$ cat src/rtl/regression_sample_loader.sv
// regression_sample_loader
//   Write-side front end for the linear-regression engine. Accepts (x, y)
//   sample pairs over a valid/ready handshake, writes them to the engine's
//   sample memory at consecutive addresses from 0, then pulses eng_start with
//   the batch length and holds off input until the engine reports eng_done.
//
// Ports
//   clk, rst          clock, asynchronous active-high reset
//   in_valid/in_ready sample handshake (in_ready is combinational from state)
//   in_x, in_y        sample pair
//   in_last           final sample of a batch, qualified by the handshake
//   mem_we/addr/wx/wy registered sample memory write port
//   eng_start         one-cycle start pulse to the engine
//   n_samples         length of the most recently closed batch
//   eng_done          engine finished (level or pulse), honoured only in RUN
//   trunc             sticky: last batch closed at N_SAMPLES without in_last
//   batch_cnt         completed batches, wraps modulo 2^16
module regression_sample_loader #(
   parameter int unsigned DATA_W    = 20,
   parameter int unsigned ADDR_W    = 8,
   parameter int unsigned N_SAMPLES = 150
) (
   input  logic              clk,
   input  logic              rst,
   input  logic              in_valid,
   output logic              in_ready,
   input  logic [DATA_W-1:0] in_x,
   input  logic [DATA_W-1:0] in_y,
   input  logic              in_last,
   output logic              mem_we,
   output logic [ADDR_W-1:0] mem_addr,
   output logic [DATA_W-1:0] mem_wx,
   output logic [DATA_W-1:0] mem_wy,
   output logic              eng_start,
   output logic [ADDR_W:0]   n_samples,
   input  logic              eng_done,
   output logic              trunc,
   output logic [15:0]       batch_cnt
);

   localparam logic [ADDR_W-1:0] LAST_ADDR = ADDR_W'(N_SAMPLES - 1);

   typedef enum logic [1:0] {LOAD, FLUSH, LAUNCH, RUN} state_t;

   state_t            state;
   state_t            state_next;
   logic [ADDR_W-1:0] wr_ptr;
   logic              accept;
   logic              close;

   // State register
   always_ff @(posedge clk or posedge rst) begin
      if (rst) state <= LOAD;
      else     state <= state_next;
   end

   // Next-state and handshake decode
   always_comb begin
      state_next = state;
      in_ready   = 1'b0;
      accept     = 1'b0;
      close      = 1'b0;
      case (state)
         LOAD: begin
            in_ready = 1'b1;
            accept   = in_valid;
            // batch closes on in_last or when the last address is written
            close    = in_valid & (in_last | (wr_ptr == LAST_ADDR));
            if (close) state_next = FLUSH;
         end
         FLUSH:   state_next = LAUNCH;
         LAUNCH:  state_next = RUN;
         RUN:     if (eng_done) state_next = LOAD;
         default: state_next = LOAD;
      endcase
   end

   // Write port, batch bookkeeping and engine start
   always_ff @(posedge clk or posedge rst) begin
      if (rst) begin
         wr_ptr    <= '0;
         mem_we    <= 1'b0;
         mem_addr  <= '0;
         mem_wx    <= '0;
         mem_wy    <= '0;
         eng_start <= 1'b0;
         n_samples <= '0;
         trunc     <= 1'b0;
         batch_cnt <= '0;
      end else begin
         mem_we <= accept;
         // registered one cycle after FLUSH so it lands in LAUNCH, after the final write
         eng_start <= (state == FLUSH);
         if (accept) begin
            mem_addr <= wr_ptr;
            mem_wx   <= in_x;
            mem_wy   <= in_y;
            wr_ptr   <= wr_ptr + ADDR_W'(1);
            if (wr_ptr == '0) trunc <= 1'b0;
         end
         if (close) begin
            n_samples <= {1'b0, wr_ptr} + (ADDR_W + 1)'(1);
            if (!in_last) trunc <= 1'b1;
         end
         if ((state == RUN) && eng_done) begin
            wr_ptr    <= '0;
            batch_cnt <= batch_cnt + 16'd1;
         end
      end
   end

endmodule
$ cat config.mk
export PLATFORM = sky130hd
export DESIGN_NAME = regression_sample_loader
export DESIGN_NICKNAME = d
export VERILOG_FILES = /design/src/rtl/regression_sample_loader.sv
export SDC_FILE = /design/constraint.sdc
export NUM_CORES = 1
export LEC_CHECK = 0
export BUFFER_PORTS_ARGS = -buffer_cell sky130_fd_sc_hd__buf_2
export CAP_MARGIN = 10
export CORE_MARGIN = 10
export CORE_UTILIZATION = 46
export CTS_BUF_LIST = sky130_fd_sc_hd__clkbuf_4
export CTS_CLUSTER_SIZE = 20
export DETAILED_ROUTE_END_ITERATION = 8
export PLACE_DENSITY_LB_ADDON = 0.2
export REMOVE_ABC_BUFFERS = 1
export SKIP_LAST_GASP = 1
export SYNTH_ARGS = -nofsm -noshare
export SYNTH_HDL_FRONTEND = slang
export SYNTH_SLANG_ARGS = --single-unit
$ cat constraint.sdc
create_clock -name clk -period 2.7 [get_ports clk]
set_input_delay 0.135 -clock clk [delete_from_list [all_inputs] [get_ports clk]]
set_output_delay 0.135 -clock clk [all_outputs]
set_load 0.1 [all_outputs]
# ---- Yosys cells after proc, flatten, opt, wreduce, memory -nomap -nowiden
# Cells that the tools add are included.
dict set report classes {
  n_addsub 3
  mul 0
  n_div 0
  magnitude_cmp 0
  eq_ne 6
  shift 0
  mux 12
  bitwise_logic 2
  reduce_logical 5
}
# cell n
set ops {}
lappend ops {{$add 16x1->16 const B} 1}
lappend ops {{$mux 8} 2}
lappend ops {{$add 8x1->9 const B} 1}
lappend ops {{$add 8x1->8 const B} 1}
lappend ops {{$eq 8x8->1 const B} 1}
lappend ops {{$logic_not 8->1} 1}
lappend ops {{$pmux 2 s4} 1}
lappend ops {{$mux 1} 7}
lappend ops {{$eq 2x2->1 const B} 2}
lappend ops {{$mux 2} 2}
lappend ops {{$ne 2x2->1 const B} 2}
lappend ops {{$eq 2x1->1 const B} 1}
lappend ops {{$logic_not 2->1} 1}
lappend ops {{$reduce_and 2->1} 1}
lappend ops {{$reduce_bool 2->1} 1}
lappend ops {{$and 1x1->1} 1}
lappend ops {{$logic_and 1x1->1} 1}
lappend ops {{$or 1x1->1} 1}
dict set report word_totals {
  ff_bits 86
  latchBits 0
  ram_bits 0
  romBits 0
  in_bits 45
  out_inout_bits 77
  n_memories 0
}

# ---- Logic depth before layout (Yosys ltp)
# Gate-level depths: netlist of run 1.
dict set report depth {
  depth_word 5
  depth_mapped 8
}

# ---- Worst setup path after synthesis of run 1
# OpenSTA, ideal clock, no wires.
dict set report synth_timing {
  path_kind {register to register}
  startpoint {reg state[0]}
  endpoint {reg mem_addr[2]}
  arrival_ps 2447
  required_time_ps 2572
  path_slack_ps 124
  stages_incl_launch_ff 8
  period_less_slack_ps 2576
  path_cell_list {dfrtp_1 > inv_1 > ha_1 > nand2_1 > inv_2 > buf_4 > buf_2 > mux2_1}
}
dict set report synth_between {
  elab_chain_cells 2
}
# element line_no
set synth_lines {}
lappend synth_lines {{start: declaration} 45} ;# state_t state;
lappend synth_lines {{start signal: assignment} 54} ;# else state <= state_next;
lappend synth_lines {{$logic_not 2->1} 63} ;# case (state)
lappend synth_lines {{$mux 1} 63}
lappend synth_lines {{via accept} 48} ;# logic accept;
lappend synth_lines {{end signal: assignment} 95} ;# mem_addr <= wr_ptr;
lappend synth_lines {{end: declaration} 31} ;# output logic [ADDR_W-1:0] mem_addr,
# The timed path passes the listed nets, and every way through them passes these cells.
# A chain may end at the register's enable or synchronous reset.

# ---- Worst setup path in the final report of run 1
dict set report layout_timing {
  startpoint {reg wr_ptr[1]}
  endpoint {reg n_samples[2]}
}
dict set report layout_between {
  elab_chain_cells 4
  word_cells_on_any_way 5
  cone_classes {add/sub (1); eq/ne (1); mux (1); bitwise (2)}
}
# element line_no
set layout_lines {}
lappend layout_lines {{start: declaration} 47} ;# logic [ADDR_W-1:0] wr_ptr;
lappend layout_lines {{start signal: assignment} 98} ;# wr_ptr <= wr_ptr + ADDR_W'(1);
lappend layout_lines {{$eq 8x8->1} 68} ;# close = in_valid & (in_last | (wr_ptr == LAST_ADDR));
lappend layout_lines {{$or 1x1->1} 68}
lappend layout_lines {{$and 1x1->1} 68}
lappend layout_lines {{$mux 1} 63}
lappend layout_lines {{end signal: assignment} 102} ;# n_samples <= {1'b0, wr_ptr} + (ADDR_W + 1)'(1);
lappend layout_lines {{end: declaration} 35} ;# output logic [ADDR_W:0] n_samples,
# Parallel ways exist; a longest one is shown, timed or not.

==> summary.md, run 1 <==
| Metric | Value |
|---|---|
| Complex-gate fraction of the synthesized area | under 10% |
| Vias | about 2,500 |
| Max Clk Rate | 0.484 GHz |
| Synth cell types | 40 |
| M1 GR Usage | about 18% |
| Post-synth EDFFs | 0 |
| Worst-Skew Late Latency | between 0.4 and 0.5 ns |
| Critical path class | flop to flop |
| Mapped Cells | 267 |
| Critical Path End Type | flop |
| Dominant cells by area after synthesis | dfrtp_1 58%, mux2_1 13%, mux2_4 3.7%, xnor2_1 3.6%, ha_1 3.0% |
| Initial core utilization | approximately 48% |
| Yosys Warn Count | 0 |
| Nets | between 400 and 500 |
| Met3 usage | between 4 and 5% |
| Largest family of logic cells by synthesized area | multiplexers |
| Dominant cell type by area after synthesis | dfrtp_1 |
| Proportion of synthesized area in mux cells | a little under a fifth |
| CTS buffer count | 9 |
| Critical-path maximum fanout | 5 |
| CP arrival | 2.38 ns |
| Adder-Cell Fraction of Synth Area | approximately 3% |
| Async S/R FF share, synth | between 90% and 100% |
| GRT Max-Usage Layer | met2 |
| R2r startpoint | wr_ptr[1]$_DFFE_PP0P_ |
| Initial antenna violation count | 0 |
| H-tree levels | 3 |
| Post-synth top area share | just under 60% |
| Port Buf Inserts | 121 |
| Worst min path class | input port to flop |
| GR Util met2 | around a quarter |
| Die Span Y | 110 um |
| CTS tree | done |
| Total negative slack | 0 ns |
| CTS Root Cell | clkbuf_4 |
| Final Hold Vio Count | 0 |
| Largest net degree at the start of global routing | 47 |
| Total wire length | between 8000 and 9000 um |
| First-pass GRT wire length | roughly 14,000 um |
| Post-Layout Cell Count | 537 |
| RSZ-0062 raised after global routing | no |
| Sequential share of the synthesized area | about 58% |
| DIE AREA | 12,000 sq um |
| Synth Area in Simple Gates | 9.01% |
| DRC | 0 |
| Avg WL per Cell | approximately 16 um |
| Required time of the critical path | roughly 3.0 ns |
| Critical Path Start Type | flop |
| Post-synthesis xor/xnor area fraction | roughly 6% |
| Placed Cells | between 400 and 500 |
| Area delta synth->final | 33.5% |
| Proportion of layout cells with a drive suffix above 1 | a little under two fifths |
| Detail Route Antenna Nets | 0 |
| Ports | around 120 |
| Max Cap Viol | 0 |
| Final worst-path cycle share | 76.5% |
| Fill cells | approximately 640 |
| Internal reg-to-reg setup slack | ~0.63 ns |
| Gates resized, CTS repair | 0 |
| Worst-Margin Slew | 0.704 ns |
| All-Layer GR Usage | 15.2% |
| Vias in the first global route | ~2,800 |
| Final setup viols | 0 |
| # diodes | 0 |
| Reg2Reg Capture Point | n_samples[2]$_DFFE_PP0P_ |
| Avg Synthesized Cell Area | between 10 and 15 sq um |
| GRT overflow | 0 |
| Initial detailed-routing violation count | 87 |
| Final Slew Violations | 0 |
| Pre-antenna DRT Iters | 4 |
| Via-per-instance ratio | approximately 4.7 |
| Register bit total from synthesis | 86 |
| GP Congestion | 0.755 |
| Min Hold Slack | 0.207 ns |
| Cell Rows | 32 |
| Minimum clock period | slightly above 2 ns |
| Clk buf depth | 2 |
| Worst Reg-to-Reg Cells | 7 |
| Cell Area, Synth | 3690 sq um |
| Clock Skew | ~0.017 ns |
| Synth Flop Type | dfrtp_1 |
| Status | completed |
| Worst setup path startpoint | wr_ptr[1]$_DFFE_PP0P_ |
| Clock slew at reported path FFs | approximately 0.12 ns |
| Detailed placement HPWL | 6200 um |
| Core ar. | around 8000 sq um |
| Clock Sinks | 86 |
| Worst rel slew slack | a little over half |
| Commonest non-fill, non-tap cell in the layout | buf_2 |
| Die W | 110 um |
| Most frequent cells in the layout | 121 x buf_2, 86 x dfrtp_1, 43 x mux2_1 |
| CP Capture Point | n_samples[2]$_DFFE_PP0P_ |
stage by stage:
step	util (%)	cell area, sq um	setup WS [ns]
after floorplan	-	3610	-0.759
after global placement	56.6	4390	0.731
after detailed placement	56.6	4390	0.657
after CTS	63.5	4930	0.639
after global routing	63.5	4930	0.524
final	63.5	4930	0.634
cells by family after synthesis:
kind of cell,Yosys count
multiplexers,58
flip-flops,86
buffers and inverters,21
AND/OR/NAND/NOR,56
adder cells (fa/ha/maj),9
AO/OA/AOI/OAI,11
XOR/XNOR,26
worst min-delay path by stage:
stage             start                endpoint  cells past startpoint
6_report       in_valid    state[0]$_DFFE_PP0P_                      4
5_1_grt        in_valid    state[0]$_DFFE_PP0P_                      4
2_1_floorplan   in_last         trunc$_DFF_PP0_                      1
3_3_place_gp        rst  mem_wx[12]$_DFFE_PP0P_                      2
3_5_place_dp        rst  mem_wx[12]$_DFFE_PP0P_                      2
4_1_cts        in_valid    state[0]$_DFFE_PP0P_                      4
sequential cells by signal, indices dropped and copies added (netlist names), 2 cells and up:
register	cells
mem_wx	20
mem_wy	20
mem_addr	8
batch_cnt	16
state	2
wr_ptr	8
n_samples	9
routing by layer:
metal	part of all wire (%)	vias to the layer above
li1	-	1243
met4	2.5	0
met5	0	-
met2	50	76
met1	42	1213
met3	5.8	14
worst max-delay path, stage by stage (launching register included):
cell     delay (ns)
dfrtp_1        0.44
inv_1          0.11
ha_1           0.16
nand4_2        0.14
nor4_4         0.21
o21a_1         0.34
buf_4          0.24
mux2_4         0.31
layout make-up:
type,count,area (sq um),area share (%)
inverter,7,27.5,0.558
clock inverter,5,52.6,1.07
clock buffer,9,67.6,1.37
tap,102,128,2.59
sequential,86,2150,43.6
multi-input combinational,160,1430,29.0
timing repair buffer,168,1080,21.8
cell usage after synthesis (all sizes together), types with 5 or more instances:
library cell	instances
xnor2	15
xor2	11
o21ai	5
nor3	5
mux2	57
inv	7
dfrtp	86
nand4	5
buf	11
nor2	9
and3	6
nand2	15
ha	9
timing repair:
| action | in CTS | in global routing |
|---|---|---|
| setup buffers | 0 | 0 |
| hold buffers | 42 | 0 |
| hold endpoints to repair | 81 | 0 |
Power of run 1 is not shown: default switching activity piles up to over one toggle a cycle in this logic, so the estimate is an artifact.
==> run 2: changes to the inputs <==
- clock period: 2.7 -> 1.77 ns (I/O delays scaled with it)
==> run 2 against run 1 <==
Net effect: critical path depth is the same; utilization is 2.7 points higher; worst setup slack worse by 0.55 ns; fmax rose by 22%; routed wire length is 1.7% higher; non-clock buffer count up 18; cell count is 3.7% higher.
==> summary.md, run 2 (synthesis gave the netlist of run 1 again) <==
| Metric | Value |
|---|---|
| Final worst-path cycle share | between 90% and 100% |
| Max incr delay on CP | 0.42 ns |
| Detail Route Antenna Nets | 0 |
| Minimum clock period | about 1.7 ns |
| DRC | 0 |
| Ports | 122 |
| CP arrival | roughly 2 ns |
| First-pass GRT wire length | 14,200 um |
| RSZ-0062 raised after global routing | yes |
| Max Cap Viol | 0 |
| Commonest non-fill, non-tap cell in the layout | buf_2 |
| Proportion of layout cells with a drive suffix above 1 | between 40 and 50% |
| Die W | about 110 um |
| Total wire length | 8860 um |
| Clock slew at reported path FFs | roughly 0.13 ns |
| Worst min path class | input port to flop |
| Initial detailed-routing violation count | between 60 and 70 |
| Clk buf depth | 2 |
| Detailed placement HPWL | approximately 6400 um |
| Critical path class | flop to flop |
| CTS Root Cell | clkbuf_4 |
| Total negative slack | 0 ns |
| Final Slew Violations | 0 |
| Port Buf Inserts | roughly 120 |
| GRT overflow | 0 |
| Vias in the first global route | about 2,800 |
| Area delta synth->final | 39.2% |
| Core ar. | roughly 7800 sq um |
| Worst-Skew Late Latency | around 0.42 ns |
| Initial core utilization | ~48% |
| Crit-path cells | inv_2 > ha_4 > nand4_4 > nor4_4 > o21a_1 > buf_6 > mux2_4 |
| All-Layer GR Usage | approximately 15% |
| Finished Cell Area | around 5000 sq um |
| Worst rel slew slack | around two thirds |
| Critical-path maximum fanout | 5 |
| Avg WL per Cell | approximately 16 um |
| Critical Path End Type | flop |
| Clock Skew | ~0.015 ns |
| Pre-antenna DRT Iters | 4 |
| Most frequent cells in the layout | 121 x buf_2, 86 x dfrtp_1, 43 x mux2_1 |
| Max Clk Rate | 0.592 GHz |
| DIE AREA | 12,000 sq um |
| GP Congestion | 0.742 |
| Via-per-instance ratio | about 4.7 |
| H-tree levels | 3 |
| CTS tree | done |
| Vias | approximately 2,600 |
| Cell Rows | 32 |
| Placed Area | about 4500 sq um |
| CP Buf/Inv Count | 2 |
| PnR worst setup slack | 0.0820 ns |
| Required time of the critical path | roughly 2.1 ns |
| Nets | between 500 and 600 |
| Largest net degree at the start of global routing | between 80 and 90 |
| Critical Path Start Type | flop |
| Top Registers | mem_wx (20), mem_wy (20), batch_cnt (16) |
| Status | completed |
| CP max-delay cell | dfrtp_1 |
| Clock Sinks | 86 |
| Final Hold Vio Count | 0 |
| Final setup viols | 0 |
| Worst-Margin Slew | about 0.51 ns |
| Cell family with most CP delay | flip-flops |
| CTS buffer count | 9 |
| # diodes | 0 |
| Initial antenna violation count | 0 |
| Pre-CTS setup slack | -0.0192 ns |
| Die Span Y | 110 um |
## run 2: cell count changes in the layout (fill, tap and decap cells not counted), sizes merged
cell / change
buf: +18
clkinvlp: +2
## run 2: stage by stage
stage | hold WS [ns] | utilization [%] | std cells
2_1_floorplan | 0.185 | - | 253
3_3_place_gp | 0.226 | 57.9 | 493
3_5_place_dp | 0.226 | 57.9 | 493
4_1_cts | 0.0702 | 65.8 | 554
5_1_grt | 0.0598 | 66.2 | 557
6_report | 0.0939 | 66.2 | 557
## run 2: timing repair
action | CTS | global route
resized for setup | 7 | 3
hold endpoints to repair | 127 | 0
setup endpoints to repair | 24 | 38
buffers inserted | 3 | 3
hold buffers | 42 | 0
pin swaps | 3 | 2
## run 2: final cells by class
cell class / instances / area (sq um)
fillers: 624 / 2630
flip-flops and latches: 86 / 2150
multi-input cells: 160 / 1460
repair buffers: 186 / 1230
well taps: 102 / 128
clock inverters: 7 / 75.1
clock buffers: 9 / 67.6
inverters: 7 / 27.5
## run 2: worst paths after layout
kind	start	to	slack [ns]	cells after the start
setup / recovery	wr_ptr[1]$_DFFE_PP0P_	n_samples[1]$_DFFE_PP0P_	0.08	7
hold / removal	in_valid	mem_addr[7]$_DFFE_PP0P_	0.09	3
setup reg to reg	wr_ptr[1]$_DFFE_PP0P_	n_samples[1]$_DFFE_PP0P_	0.08	7
hold reg to reg	batch_cnt[15]$_DFFE_PP0P_	batch_cnt[15]$_DFFE_PP0P_	0.48	1
max in group asynchronous	rst	mem_wy[5]$_DFFE_PP0P_	1.12	4
min in group asynchronous	rst	batch_cnt[6]$_DFFE_PP0P_	0.30	4
## run 2: per-layer routing
layer | track usage [%] | up-vias | share of wire, %
li1 | - | 1283 | -
met1 | 17.4 | 1253 | 42
met2 | 26.1 | 75 | 51
met3 | 3.86 | 11 | 6.1
met4 | 5.67 | 0 | 1.3
met5 | 0 | - | 0
## run 2: worst min-delay path, cell delays in order
cell,delay [ns]
buf_2,0.11
nand2_2,0.11
mux2_2,0.16
Power of run 2 is left out for the same reason.
==> run 3: changes to the inputs <==
- RECOVER_POWER: not set -> 25
==> run 3 against run 2 <==
Net effect: design area decreased by 0.24%; register-to-register slack barely moved; non-clock buffer count did not move; largest cell class unchanged.
==> summary.md, run 3 (synthesis gave the netlist of run 1 again) <==
| Metric | Value |
|---|---|
| Placed Cells | slightly below 500 |
| Initial antenna violation count | 0 |
| Core ar. | between 7000 and 8000 sq um |
| CTS buffer count | 9 |
| CTS tree | done |
| Initial core utilization | 47.6% |
| GP Congestion | approximately 0.74 |
| First-pass GRT wire length | 14,200 um |
| Total wire length | about 8900 um |
| Clk buf depth | 2 |
| GRT overflow | 0 |
| Nets | 504 |
| Via-per-instance ratio | approximately 4.7 |
| Proportion of layout cells with a drive suffix above 1 | between 40% and 50% |
| Largest net degree at the start of global routing | 87 |
| Internal reg-to-reg setup slack | ~0.082 ns |
| Initial detailed-routing violation count | 65 |
| Minimum clock period | between 1.5 and 2 ns |
| Die Span Y | 110 um |
| Clock slew at reported path FFs | roughly 0.13 ns |
| Clock Skew | about 0.015 ns |
| Critical Path End Type | flop |
| Final Slew Violations | 0 |
| Vias | 2,622 |
| Finished Cell Area | approximately 5000 sq um |
| Final worst-path cycle share | between 90% and 100% |
| H-tree levels | 3 |
| Worst Reg-to-Reg Cells | 7 |
| Placed Area | between 4000 and 5000 sq um |
| Max Cap Viol | 0 |
| Worst-Margin Slew | roughly 1.1 ns |
| Top Registers | mem_wx (20), mem_wy (20), batch_cnt (16) |
| Worst rel slew slack | 24.1% |
| Pre-antenna DRT Iters | 4 |
| Status | completed |
| Port Buf Inserts | 121 |
| Worst hold stages | 3 |
| DIE AREA | ~12,000 sq um |
| Detailed placement HPWL | 6360 um |
| All-Layer GR Usage | between 10% and 20% |
| Cell Rows | 32 |
| Most frequent cells in the layout | 121 x buf_2, 86 x dfrtp_1, 43 x mux2_1 |
| Critical-path maximum fanout | 5 |
| Final Hold Vio Count | 0 |
| Avg WL per Cell | 15.9 um |
| Area delta synth->final | 38.8% |
| Clock Sinks | 86 |
| # diodes | 0 |
| Die W | roughly 110 um |
| Max Clk Rate | slightly below 0.6 GHz |
| Critical path class | flop to flop |
| Critical Path Start Type | flop |
| Vias in the first global route | about 2,800 |
| Required time of the critical path | about 2.1 ns |
| Worst-Skew Late Latency | approximately 0.42 ns |
| RSZ-0062 raised after global routing | yes |
| Post-Layout Cell Count | between 500 and 600 |
| Commonest non-fill, non-tap cell in the layout | buf_2 |
| Detail Route Antenna Nets | 0 |
| DRC | 0 |
| CTS Root Cell | clkbuf_4 |
| Worst min path class | input port to flop |
| Ports | 122 |
| Fill cells | 626 |
| CP arrival | 2.00 ns |
| Final setup viols | 0 |
## run 3: repair_timing
| action | 4_1_cts | 5_1_grt |
|---|---|---|
| gates resized for setup | 7 | 3 |
| pin swaps | 3 | 2 |
| setup endpoints to repair | 24 | 38 |
| hold buffers | 42 | 0 |
| endpoints found under the hold margin | 127 | 0 |
| setup buffers | 3 | 3 |
## run 3: metrics by stage
stage | util, % | hold slack [ns] | setup slack [ns] | setup TNS (ns)
6_report | 66.0 | 0.0939 | 0.0820 | 0
5_1_grt | 66.0 | 0.0598 | -0.0125 | -0.0390
4_1_cts | 65.8 | 0.0702 | -0.0183 | -0.0679
3_5_place_dp | 57.9 | 0.226 | -0.0192 | -0.134
3_3_place_gp | 57.9 | 0.226 | 0.000176 | 0
2_1_floorplan | - | 0.185 | -1.69 | -128.76
## run 3: path summary, 6_finish.rpt
| path | start | end |
|---|---|---|
| max | wr_ptr[1]$_DFFE_PP0P_ | n_samples[1]$_DFFE_PP0P_ |
| min | in_valid | mem_addr[7]$_DFFE_PP0P_ |
| max reg2reg | wr_ptr[1]$_DFFE_PP0P_ | n_samples[1]$_DFFE_PP0P_ |
| min reg2reg | batch_cnt[15]$_DFFE_PP0P_ | batch_cnt[15]$_DFFE_PP0P_ |
| max in group asynchronous | rst | mem_wy[5]$_DFFE_PP0P_ |
| min in group asynchronous | rst | batch_cnt[6]$_DFFE_PP0P_ |
## run 3: final cells by class
class,instances,area (sq um),share of cell area [%]
clock buffers,9,67.6,1.32
clock inverters,7,75.1,1.46
inverters,7,27.5,0.537
multi-input cells,160,1460,28.5
flip-flops and latches,86,2150,42.0
well taps,102,128,2.49
repair buffers,186,1220,23.8
## run 3: worst max-delay path, cell delays in order, from the launching register on
cell	delay [ns]
dfrtp_1	0.42
inv_2	0.08
ha_4	0.13
nand4_4	0.10
nor4_4	0.20
o21a_1	0.21
buf_6	0.15
mux2_4	0.30
## run 3: metal layers
metal | up-vias | wire length, um | track usage, %
met5 | - | 0 | 0
met4 | 0 | 111 | 5.67
met3 | 11 | 536 | 3.86
met2 | 75 | 4530 | 26.1
met1 | 1253 | 3680 | 17.4
li1 | 1283 | - | -
Power of run 3 is left out for the same reason.
